--- config.mk ---
export PLATFORM = sky130hd
export DESIGN_NAME = icache_mem_responder_flat
export DESIGN_NICKNAME = d
export VERILOG_FILES = /design/src/rtl/icache_mem_responder_pkg.sv /design/src/rtl/icache_mem_responder_if.sv /design/src/rtl/icache_mem_req_fifo.sv /design/src/rtl/icache_mem_responder.sv /design/src/flat_wrapper.sv
export SDC_FILE = /design/constraint.sdc
export NUM_CORES = 1
export LEC_CHECK = 0
export ABC_AREA = 1
export BUFFER_PORTS_ARGS = -buffer_cell sky130_fd_sc_hd__buf_2
export CORE_MARGIN = 2
export CORE_UTILIZATION = 55
export CTS_BUF_LIST = sky130_fd_sc_hd__clkbuf_2 sky130_fd_sc_hd__clkbuf_4 sky130_fd_sc_hd__clkbuf_8
export DETAILED_ROUTE_END_ITERATION = 10
export PLACE_DENSITY_LB_ADDON = 0.2
export SETUP_SLACK_MARGIN = 0.3
export SYNTH_ARGS = -nofsm -noshare
export SYNTH_HDL_FRONTEND = slang
export SYNTH_SLANG_ARGS = --single-unit
--- constraint.sdc ---
create_clock -name clk -period 3.2 [get_ports clk]
set_input_delay 0.16 -clock clk [delete_from_list [all_inputs] [get_ports clk]]
set_output_delay 0.16 -clock clk [all_outputs]
set_load 0.01 [all_outputs]
--- src/rtl/icache_mem_responder_pkg.sv ---
// Shared types and constants for the icache downstream memory responder.
package icache_mem_responder_pkg;

  localparam int unsigned ADDR_W              = 32;
  localparam int unsigned ID_W                = 4;
  localparam int unsigned CNT_W               = 9;
  localparam int unsigned MEM_RSP_LATENCY_DEF = 16;

  // One queued line fill: aligned address, requester id and accept timestamp.
  typedef struct packed {
    logic [ADDR_W-1:0] addr;
    logic [ID_W-1:0]   id;
    logic [CNT_W-1:0]  stamp;
  } mem_req_t;

  typedef enum logic {
    StIdle,
    StBeat
  } rsp_state_e;

  // Wrap-safe age of an entry relative to the free-running timer.
  function automatic logic [CNT_W-1:0] req_age(logic [CNT_W-1:0] now, logic [CNT_W-1:0] stamp);
    return now - stamp;
  endfunction

endpackage

--- src/rtl/icache_mem_responder_if.sv ---
// txreq / rxdat bundle between the icache miss path and the memory responder.
interface icache_mem_responder_if #(
  parameter int unsigned ADDR_W = icache_mem_responder_pkg::ADDR_W,
  parameter int unsigned ID_W   = icache_mem_responder_pkg::ID_W,
  parameter int unsigned DATA_W = 256
);
  logic              downstream_txreq_vld;
  logic              downstream_txreq_rdy;
  logic [ADDR_W-1:0] downstream_txreq_pld;
  logic [ID_W-1:0]   downstream_txreq_entry_id;
  logic              downstream_rxdat_vld;
  logic              downstream_rxdat_rdy;
  logic [DATA_W-1:0] downstream_rxdat_pld;
  logic [ID_W-1:0]   downstream_rxdat_txnid;
  logic              downstream_rxdat_last;

  // Requester side (icache).
  modport master (
    output downstream_txreq_vld, downstream_txreq_pld, downstream_txreq_entry_id,
    output downstream_rxdat_rdy,
    input  downstream_txreq_rdy,
    input  downstream_rxdat_vld, downstream_rxdat_pld, downstream_rxdat_txnid,
    input  downstream_rxdat_last
  );

  // Responder side (memory stub).
  modport slave (
    input  downstream_txreq_vld, downstream_txreq_pld, downstream_txreq_entry_id,
    input  downstream_rxdat_rdy,
    output downstream_txreq_rdy,
    output downstream_rxdat_vld, downstream_rxdat_pld, downstream_rxdat_txnid,
    output downstream_rxdat_last
  );
endinterface

--- src/rtl/icache_mem_req_fifo.sv ---
// In-order request queue for the memory responder; head is read combinationally.
module icache_mem_req_fifo #(
  parameter type         T     = logic,
  parameter int unsigned Depth = 8
) (
  input  logic                   clk,
  input  logic                   rst,
  input  logic                   push_i,
  input  T                       push_data_i,
  input  logic                   pop_i,
  output T                       head_o,
  output logic [$clog2(Depth):0] count_o
);
  localparam int unsigned PtrW = (Depth > 1) ? $clog2(Depth) : 1;
  localparam int unsigned CntW = $clog2(Depth) + 1;

  T              mem_q [Depth];
  logic [PtrW-1:0] wr_ptr_q, wr_ptr_d;
  logic [PtrW-1:0] rd_ptr_q, rd_ptr_d;
  logic [CntW-1:0] cnt_q, cnt_d;

  // Next pointers wrap at Depth; count tracks push/pop with simultaneous case neutral.
  always_comb begin
    wr_ptr_d = wr_ptr_q;
    rd_ptr_d = rd_ptr_q;
    cnt_d    = cnt_q;
    if (push_i) begin
      wr_ptr_d = (wr_ptr_q == PtrW'(Depth - 1)) ? '0 : wr_ptr_q + PtrW'(1);
    end
    if (pop_i) begin
      rd_ptr_d = (rd_ptr_q == PtrW'(Depth - 1)) ? '0 : rd_ptr_q + PtrW'(1);
    end
    if (push_i && !pop_i) begin
      cnt_d = cnt_q + CntW'(1);
    end else if (!push_i && pop_i) begin
      cnt_d = cnt_q - CntW'(1);
    end
  end

  // Pointer and count state.
  always_ff @(posedge clk or posedge rst) begin
    if (rst) begin
      wr_ptr_q <= '0;
      rd_ptr_q <= '0;
      cnt_q    <= '0;
    end else begin
      wr_ptr_q <= wr_ptr_d;
      rd_ptr_q <= rd_ptr_d;
      cnt_q    <= cnt_d;
    end
  end

  // Storage needs no reset: entries are only read while count is non-zero.
  always_ff @(posedge clk) begin
    if (push_i) begin
      mem_q[wr_ptr_q] <= push_data_i;
    end
  end

  assign head_o  = mem_q[rd_ptr_q];
  assign count_o = cnt_q;

endmodule

--- src/rtl/icache_mem_responder.sv ---
// Downstream memory responder: queues line fills and returns address-derived data
// as LINE_BEATS beats after a fixed minimum latency, strictly in request order.
module icache_mem_responder
  import icache_mem_responder_pkg::*;
#(
  parameter int unsigned DATA_W     = 256,
  parameter int unsigned LINE_BEATS = 2,
  parameter int unsigned DEPTH      = 8,
  parameter int unsigned LATENCY    = MEM_RSP_LATENCY_DEF
) (
  input  logic                   clk,
  input  logic                   rst,
  icache_mem_responder_if.slave  bus,
  output logic [$clog2(DEPTH):0] outstanding_cnt
);
  localparam int unsigned WORDS      = DATA_W / 32;
  localparam int unsigned BEAT_BYTES = DATA_W / 8;
  localparam int unsigned LINE_BYTES = BEAT_BYTES * LINE_BEATS;
  localparam int unsigned BEAT_W     = (LINE_BEATS > 1) ? $clog2(LINE_BEATS) : 1;
  localparam int unsigned CNT_OUT_W  = $clog2(DEPTH) + 1;
  localparam logic [ADDR_W-1:0] LINE_MASK = ~ADDR_W'(LINE_BYTES - 1);

  logic [CNT_W-1:0]     timer_q;
  rsp_state_e           state_q, state_d;
  logic                 vld_q, vld_d;
  logic [BEAT_W-1:0]    beat_q, beat_d;
  logic                 push, pop, head_vld, eligible, last_beat, hs;
  mem_req_t             push_req, head_req;
  logic [CNT_OUT_W-1:0] fifo_cnt;
  logic [DATA_W-1:0]    beat_data;
  logic [31:0]          line_word;

  // No bypass: a full queue refuses requests even while popping.
  assign bus.downstream_txreq_rdy = !rst && (fifo_cnt < CNT_OUT_W'(DEPTH));
  assign push = bus.downstream_txreq_vld && bus.downstream_txreq_rdy;

  assign push_req.addr  = bus.downstream_txreq_pld & LINE_MASK;
  assign push_req.id    = bus.downstream_txreq_entry_id;
  assign push_req.stamp = timer_q;

  icache_mem_req_fifo #(
    .T     (mem_req_t),
    .Depth (DEPTH)
  ) u_fifo (
    .clk         (clk),
    .rst         (rst),
    .push_i      (push),
    .push_data_i (push_req),
    .pop_i       (pop),
    .head_o      (head_req),
    .count_o     (fifo_cnt)
  );

  assign outstanding_cnt = fifo_cnt;
  assign head_vld        = (fifo_cnt != '0);
  assign eligible        = head_vld && (req_age(timer_q, head_req.stamp) >= CNT_W'(LATENCY));
  assign last_beat       = (beat_q == BEAT_W'(LINE_BEATS - 1));
  assign hs              = vld_q && bus.downstream_rxdat_rdy;

  // Free-running timestamp source; wrap is handled by modular age comparison.
  always_ff @(posedge clk or posedge rst) begin
    if (rst) begin
      timer_q <= '0;
    end else begin
      timer_q <= timer_q + CNT_W'(1);
    end
  end

  // Return FSM: launch a line when the head ages out, step beats on handshakes.
  always_comb begin
    state_d = state_q;
    vld_d   = vld_q;
    beat_d  = beat_q;
    pop     = 1'b0;
    unique case (state_q)
      StIdle: begin
        if (eligible) begin
          vld_d   = 1'b1;
          state_d = StBeat;
        end
      end
      StBeat: begin
        if (hs) begin
          if (last_beat) begin
            pop     = 1'b1;
            beat_d  = '0;
            vld_d   = 1'b0;
            state_d = StIdle;
          end else begin
            beat_d = beat_q + BEAT_W'(1);
          end
        end
      end
      default: begin
        state_d = StIdle;
        vld_d   = 1'b0;
        beat_d  = '0;
      end
    endcase
  end

  // FSM and beat state; reset drops rxdat_vld immediately.
  always_ff @(posedge clk or posedge rst) begin
    if (rst) begin
      state_q <= StIdle;
      vld_q   <= 1'b0;
      beat_q  <= '0;
    end else begin
      state_q <= state_d;
      vld_q   <= vld_d;
      beat_q  <= beat_d;
    end
  end

  // Each 32-bit word carries its own byte address.
  assign line_word = 32'(head_req.addr);
  for (genvar w = 0; w < WORDS; w++) begin : g_word
    assign beat_data[w*32 +: 32] = line_word + (32'(beat_q) * 32'(BEAT_BYTES)) + 32'(4 * w);
  end

  // Payload is masked while idle so outputs read as zero out of reset.
  assign bus.downstream_rxdat_vld   = vld_q;
  assign bus.downstream_rxdat_pld   = vld_q ? beat_data : '0;
  assign bus.downstream_rxdat_txnid = vld_q ? head_req.id : '0;
  assign bus.downstream_rxdat_last  = vld_q && last_beat;

endmodule

--- src/flat_wrapper.sv ---
// flat-port wrapper written by rule: the top's interface ports become plain ports
module icache_mem_responder_flat import icache_mem_responder_pkg::*;
#(
  parameter int unsigned DATA_W     = 256,
  parameter int unsigned LINE_BEATS = 2,
  parameter int unsigned DEPTH      = 8,
  parameter int unsigned LATENCY    = MEM_RSP_LATENCY_DEF
)
  (clk, rst, outstanding_cnt, bus_downstream_txreq_vld, bus_downstream_txreq_pld, bus_downstream_txreq_entry_id, bus_downstream_rxdat_rdy, bus_downstream_txreq_rdy, bus_downstream_rxdat_vld, bus_downstream_rxdat_pld, bus_downstream_rxdat_txnid, bus_downstream_rxdat_last);
  icache_mem_responder_if #(.DATA_W(DATA_W)) bus_i ();
  input  logic clk;
  input  logic rst;
  output logic [$clog2(DEPTH):0] outstanding_cnt;
  input wire logic [$bits(bus_i.downstream_txreq_vld)-1:0] bus_downstream_txreq_vld;
  input wire logic [$bits(bus_i.downstream_txreq_pld)-1:0] bus_downstream_txreq_pld;
  input wire logic [$bits(bus_i.downstream_txreq_entry_id)-1:0] bus_downstream_txreq_entry_id;
  input wire logic [$bits(bus_i.downstream_rxdat_rdy)-1:0] bus_downstream_rxdat_rdy;
  output wire logic [$bits(bus_i.downstream_txreq_rdy)-1:0] bus_downstream_txreq_rdy;
  output wire logic [$bits(bus_i.downstream_rxdat_vld)-1:0] bus_downstream_rxdat_vld;
  output wire logic [$bits(bus_i.downstream_rxdat_pld)-1:0] bus_downstream_rxdat_pld;
  output wire logic [$bits(bus_i.downstream_rxdat_txnid)-1:0] bus_downstream_rxdat_txnid;
  output wire logic [$bits(bus_i.downstream_rxdat_last)-1:0] bus_downstream_rxdat_last;
  assign bus_i.downstream_txreq_vld = bus_downstream_txreq_vld;
  assign bus_i.downstream_txreq_pld = bus_downstream_txreq_pld;
  assign bus_i.downstream_txreq_entry_id = bus_downstream_txreq_entry_id;
  assign bus_i.downstream_rxdat_rdy = bus_downstream_rxdat_rdy;
  assign bus_downstream_txreq_rdy = bus_i.downstream_txreq_rdy;
  assign bus_downstream_rxdat_vld = bus_i.downstream_rxdat_vld;
  assign bus_downstream_rxdat_pld = bus_i.downstream_rxdat_pld;
  assign bus_downstream_rxdat_txnid = bus_i.downstream_rxdat_txnid;
  assign bus_downstream_rxdat_last = bus_i.downstream_rxdat_last;
  icache_mem_responder #(.DATA_W(DATA_W), .LINE_BEATS(LINE_BEATS), .DEPTH(DEPTH), .LATENCY(LATENCY)) u_core (.clk(clk), .rst(rst), .bus(bus_i), .outstanding_cnt(outstanding_cnt));
endmodule
# Word level (Yosys, flattened, before mapping)
# Memories as Yosys holds them, arrays and structs flattened.
# Index checks and enable logic that the tools add are counted.
[op_classes]
n_addsub = 15
order_cmp = 2
eq_ne = 5
mux = 20
bitwise_logic = 1
reduce_logical = 14
[ops]
columns = ["operator", "n"]
rows = [
  ["256-bit 2-to-1 mux", 1],
  ["32-bit by 5-bit adder with 32-bit output (second input constant)", 4],
  ["32-bit by 4-bit adder with 32-bit output (second input constant)", 2],
  ["32-bit by 3-bit adder with 32-bit output (second input constant)", 1],
  ["32-bit by 6-bit adder with 32-bit output", 1],
  ["1-bit 2-to-1 mux", 12],
  ["4-bit 2-to-1 mux", 3],
  ["9-bit by 1-bit adder with 9-bit output (second input constant)", 1],
  ["9-bit by 5-bit >= comparator with 1-bit output (second input constant)", 1],
  ["9-bit subtractor", 1],
  ["1-bit logical AND", 7],
  ["3-bit by 1-bit adder with 3-bit output (second input constant)", 2],
  ["3-bit equality test (second input constant)", 2],
  ["3-bit 2-to-1 mux", 2],
  ["4-bit by 1-bit adder with 4-bit output (second input constant)", 1],
  ["4-bit < comparator (second input constant)", 1],
  ["2-bit inequality test (second input constant)", 2],
  ["1-bit one-hot mux with 2 select lines", 2],
  ["4-bit nonzero test", 1],
  ["4-bit by 1-bit subtractor with 4-bit output (second input constant)", 1],
  ["1-bit zero test", 3],
  ["3-bit AND reduction", 1],
  ["2-bit by 1-bit inequality test with 1-bit output (second input constant)", 1],
  ["2-bit AND reduction", 1],
  ["other kinds (3)", 3],
]
[totals]
ff_bits = 22
mem_bits_rw = 312
output_inout_bits = 267
memories = 1
[memory_table]
columns = ["name", "words", "word_bits", "read_ports", "rd_ports_with_merged_regs", "wr", "line_no", "source"]
rows = [
  ["u_core.u_fifo.mem_q", 8, 39, 1, 0, 1, "icache_mem_req_fifo.sv:17", "T mem_q [Depth];"],
]

# Logic depth before layout (Yosys ltp)
[depth]
word_depth = 7
mapped_depth = 20
mapped_depth_nobuf = 18

# By module
# From an unflattened synthesis, not the netlist that was laid out.
[hier_totals]
cells_unflattened = 2612
area_unflattened_um2 = 21535.7
[by_module_without_submodules]
columns = ["module", "instances", "cells_per_inst", "area_each_um2", "seq_area_each_um2"]
rows = [
  ["icache_mem_req_fifo", 1, 1273, 14975.6, 11060.6],
  ["icache_mem_responder", 1, 1339, 6560.0, 300.3],
]

# Worst setup path before layout
# Ideal clock, no wire load.
[synth_path]
path_type = "reg2reg"
from = "register u_core.u_fifo.cnt_q[3] (netlist: u_core.u_fifo.count_o[3])"
to = "memory u_core.u_fifo.mem_q[0][0] in the netlist's numbering, enable pin"
setup_ps = 435
arrival_ps = 2719
required_ps = 2765
slack_ps = 46
stages_incl_launch_ff = 5
n_path_buf = 0
period_less_slack_ps = 3154
path_cell_list = "dfrtp_1 nor2_1 nand2_1 or2_2 nor2_1"
[synth_between]
elab_chain_cells = 5
[synth_rtl]
columns = ["item", "line_no", "source"]
rows = [
  ["start: declaration", "icache_mem_req_fifo.sv:20", "logic [CntW-1:0] cnt_q, cnt_d;"],
  ["start signal: assignment", "icache_mem_req_fifo.sv:49", "cnt_q <= cnt_d;"],
  ["4-bit < comparator", "icache_mem_responder.sv:34", "assign bus.downstream_txreq_rdy = !rst && (fifo_cnt < CNT_OUT_W'(DEPTH));"],
  ["1-bit logical AND", "icache_mem_responder.sv:34", ""],
  ["via bus_downstream_txreq_rdy", "flat_wrapper.sv:18", "output wire logic [$bits(bus_i.downstream_txreq_rdy)-1:0] bus_downstream_txreq_rdy;"],
  ["1-bit logical AND", "icache_mem_responder.sv:35", "assign push = bus.downstream_txreq_vld && bus.downstream_txreq_rdy;"],
  ["1-bit 2-to-1 mux", "icache_mem_req_fifo.sv:55", "if (push_i) begin"],
  ["1-bit 2-to-1 mux (implied by the code)", "icache_mem_req_fifo.sv:56", "mem_q[wr_ptr_q] <= push_data_i;"],
  ["end: declaration", "icache_mem_req_fifo.sv:17", ""],
]
# The timed path passes the listed nets, and every way through them passes these cells.

# Final worst setup path
[layout_path]
from = "register u_core.u_fifo.rd_ptr_q[0]"
to = "output port bus_downstream_rxdat_pld[63]"
[layout_between]
elab_chain_cells = 4
[layout_rtl]
columns = ["item", "line_no", "source"]
rows = [
  ["start: declaration", "icache_mem_req_fifo.sv:19", "logic [PtrW-1:0] rd_ptr_q, rd_ptr_d;"],
  ["start signal: assignment", "icache_mem_req_fifo.sv:48", "rd_ptr_q <= rd_ptr_d;"],
  ["memory 8 x 39 bit", "--", ""],
  ["32-bit by 6-bit adder with 32-bit output", "icache_mem_responder.sv:118", "assign beat_data[w*32 +: 32] = line_word + (32'(beat_q) * 32'(BEAT_BYTES)) + 32'(4 * w);"],
  ["32-bit by 3-bit adder with 32-bit output", "icache_mem_responder.sv:118", ""],
  ["256-bit 2-to-1 mux", "icache_mem_responder.sv:123", "assign bus.downstream_rxdat_pld = vld_q ? beat_data : '0;"],
  ["end: declaration", "flat_wrapper.sv:20", "output wire logic [$bits(bus_i.downstream_rxdat_pld)-1:0] bus_downstream_rxdat_pld;"],
]
# Every way passes these cells.

==> results.cfg <==
[critical_path]
crit_path_top_delay_cell = dfrtp_4
worstPathArrival_ns = 2.63
startpoint_type = flop
critPathKind = flop to output port
r2r_end = u_core.state_q$_DFF_PP0_
reg2reg_slack_ns = 0.48
cpMostUsedCell = buf_4
cp-startpoint = u_core.u_fifo.rd_ptr_q[0]$_DFFE_PP0P_
path_delay_family = buffers and inverters
cp_data_required_time_ns = 3.04
slowest_delay_ns = 0.48
end_kind = output port
crit_end = bus_downstream_rxdat_pld[63]
reg2reg_from = u_core.u_fifo.rd_ptr_q[0]$_DFFE_PP0P_
r2r_cells = 16
critPathMaxFanout = 16
path_cells = buf_4, buf_4, inv_6, buf_4, o21ai_0, o22ai_1, o21ai_1, a31oi_4, buf_2
path_depth = 9
timing.critical_path.buf_inv = 5

[min_path]
hold_path.class = input pin to async pin

[clock_tree]
clk_pin_slew_ns = 0.06
cts_inserted_buffers = 52
cts-root-buf = clkbuf_8
cts_tree = done
clkSinkCount = 334
worstSkewPairLatency_ns = 0.56
htreeDepth = 2
ctsLongestPathBuffers = 3

[power_and_ir_drop]
ir_drop_mv = 0.632
p_leak_uw = 0.00662
powerDensity_mw_per_mm2 = 1000

[yosys]
yosysSeqAreaShare_pct = 64.9
netlist_instances = 1298
synth.ff_latch_count = 334
postSynthAreaPerCell_um2 = 11.8
syn_area_mm2 = 0.0153
synth_cell_types = 32
synth_warnings = 0

[sta]
finalSetupTns_ns = 0
hold_violations = 0
finalHoldWorstSlack_ns = 0.346
setup_viol_count_final = 0
tightest_slew_ns = 0.895
finClkSkew_ns = 0.0129
relSlewSlack_pct = 40.3
fin_crit_ns = 2.79
slew_viol_final = 0
rsz0062_at_grt = true
min_period_over_period_pct = 87.3
setup_ws_ns = 0.407
max_freq_mhz = 358

[placed_design]
placed_cells = 1718
portBuffers = 272
dp_hpwl_um = 17300
post-place-ws_ns = 0.325
globalplace.congestion = 0.793

[final_layout]
drive_gt1_share_pct = 30.3
final_cell_mix = 312 x edfxtp_1, 272 x buf_2, 227 x nor2_1, 157 x o21ai_0, 56 x nand2_1
fin_util_pct = 62.5
diodes = 0
final_cells = 1852
final_common_cell = edfxtp_1
nNetsFinal = 1497
area_delta_synth_final_pct = 12.7

[global_route]
grt_usage_pct = 20.7
grt_max_degree = 80
grt_antenna_before_repair = 0
grt_pass1_wl_um = 47000
grt_pass1_vias = 8898
grt_overflow_total = 0

[detailed_routing]
antenna_left = 0
drc_errors = 0
drt-initial-drc-count = 779
drt-total-wl_um = 31400
num_vias = 9694
drtPass1Iterations = 7
vias_per_cell = 5.23
wl_per_cell_um = 17.0

[floorplan]
rows = 61
dieHeight_um = 171
fp.dieW_um = 171
coreArea_mm2 = 0.0276
ios = 307
start_util_pct = 55.5
dieArea_mm2 = 0.0291

[job]
max_cap_violations = 0

[outcome]
status = finished, final reports clean
kinds of logic (layout without fill, tap and decap cells):
| family | count (synthesis) | after routing | synth area share [%] |
|---|---|---|---|
| AOI/OAI and AO/OA | 281 | 281 | 9.99 |
| xor gates and xnor gates | 11 | 11 | 0.630 |
| adders and majority gates | 18 | 18 | 1.57 |
| buffers and inverters | 331 | 480 | 14.6 |
| DFF | 334 | 334 | 64.9 |
| muxes | 1 | 1 | 0.0737 |
| other | 1 | 28 | 0.0245 |
| and+or+nand+nor | 321 | 321 | 8.18 |
routing by layer:
metal | GRT usage, % | wire (um) | part of all wire [%]
met4 | 5.72 | 450 | 1.4
met2 | 35.2 | 15600 | 50
met3 | 3.22 | 2090 | 6.6
met5 | 0 | 0 | 0
met1 | 28.0 | 13300 | 42
power by group:
group | internal [uW] | switching [uW]
Combinational | 3260 | 5440
Sequential | 5050 | 126
Clock | 1860 | 1540
sequential cells by signal, indices dropped and copies added (netlist names):
signal,count
u_core.state_q,1
u_core.timer_q,9
u_core.u_fifo.mem_q,312
u_core.beat_q,1
u_core.u_fifo.wr_ptr_q,3
u_core.u_fifo.count_o,4
u_core.bus.downstream_rxdat_vld,1
u_core.u_fifo.rd_ptr_q,3
timing repair:
| action | 4_1_cts | 5_1_grt |
|---|---|---|
| resized for setup | 25 | 33 |
| gates cloned | 0 | 2 |
| hold endpoints to repair | 267 | 0 |
| endpoints found under the setup margin | 192 | 207 |
| pin swaps | 0 | 4 |
| setup buffers | 0 | 10 |
| hold buffers | 33 | 0 |
worst reg2reg max path, stage by stage, from the launching register on:
cell	delay [ns]
dfrtp_4	0.48
buf_4	0.19
buf_4	0.16
inv_6	0.12
buf_4	0.20
o21ai_0	0.09
o221ai_1	0.17
o21ai_1	0.16
ha_1	0.36
nand2_1	0.08
nor2_1	0.08
nand2_1	0.05
o211ai_1	0.09
nand3b_1	0.14
nand3_1	0.09
nand3_1	0.09
nand2_1	0.05
worst min path at each step:
stage                                                start                               endpoint  cells past startpoint
after floorplan                                        rst              u_core.beat_q$_DFFE_PP0P_                      1
after global placement                                 rst  u_core.u_fifo.wr_ptr_q[0]$_DFFE_PP0P_                      2
after detailed placement                               rst   u_core.u_fifo.count_o[3]$_DFFE_PP0P_                      2
after CTS                 bus_downstream_txreq_entry_id[3]   u_core.u_fifo.mem_q[3][12]$_DFFE_PP_                      2
after global routing      bus_downstream_txreq_entry_id[0]    u_core.u_fifo.mem_q[3][9]$_DFFE_PP_                      2
final                                                  rst              u_core.beat_q$_DFFE_PP0P_                      3
metrics by stage:
step / area [um2] / total power, uW
after global placement: 15500 / 13300
after CTS: 17000 / 17000
after floorplan: 15400 / 13100
after detailed placement: 15500 / 13400
final: 17200 / 17300
after global routing: 17200 / 18600
cell usage after synthesis:
cell,count,area share (%)
edfxtp_1,312,61
nor2_1,236,5.8
buf_4,232,11
o21ai_0,159,5.2
nand2_1,57,1.4
o22ai_1,39,1.6
inv_1,38,0.93
o21ai_1,37,1.2
a31oi_1,31,1.3
clkbuf_1,31,0.76
dfrtp_1,22,3.6
nand3_1,21,0.69
ha_1,16,1.3
buf_6,14,1.0
buf_2,13,0.43
o221ai_1,6,0.34
xor2_1,6,0.34
a21oi_1,5,0.16
xnor2_1,5,0.29
nand4_1,3,0.12
fa_1,2,0.26
inv_2,2,0.049
o21a_1,2,0.098
a21o_1,1,0.049
buf_1,1,0.025
conb_1,1,0.025
mux2_2,1,0.074
nand3b_1,1,0.049
nor3_1,1,0.033
o211ai_1,1,0.049
or2_2,1,0.041
or4_1,1,0.049
final cells by class:
type	instances	area [um2]
inverter	40	170
clock buffer	74	893
sequential	334	9930
timing repair buffer	350	2130
multi-input combinational	660	3520
tap	378	473
timing repair inverter	1	8.76
clock inverter	15	93.8
fill	2107	10300
(Power assumes the default switching activity.)
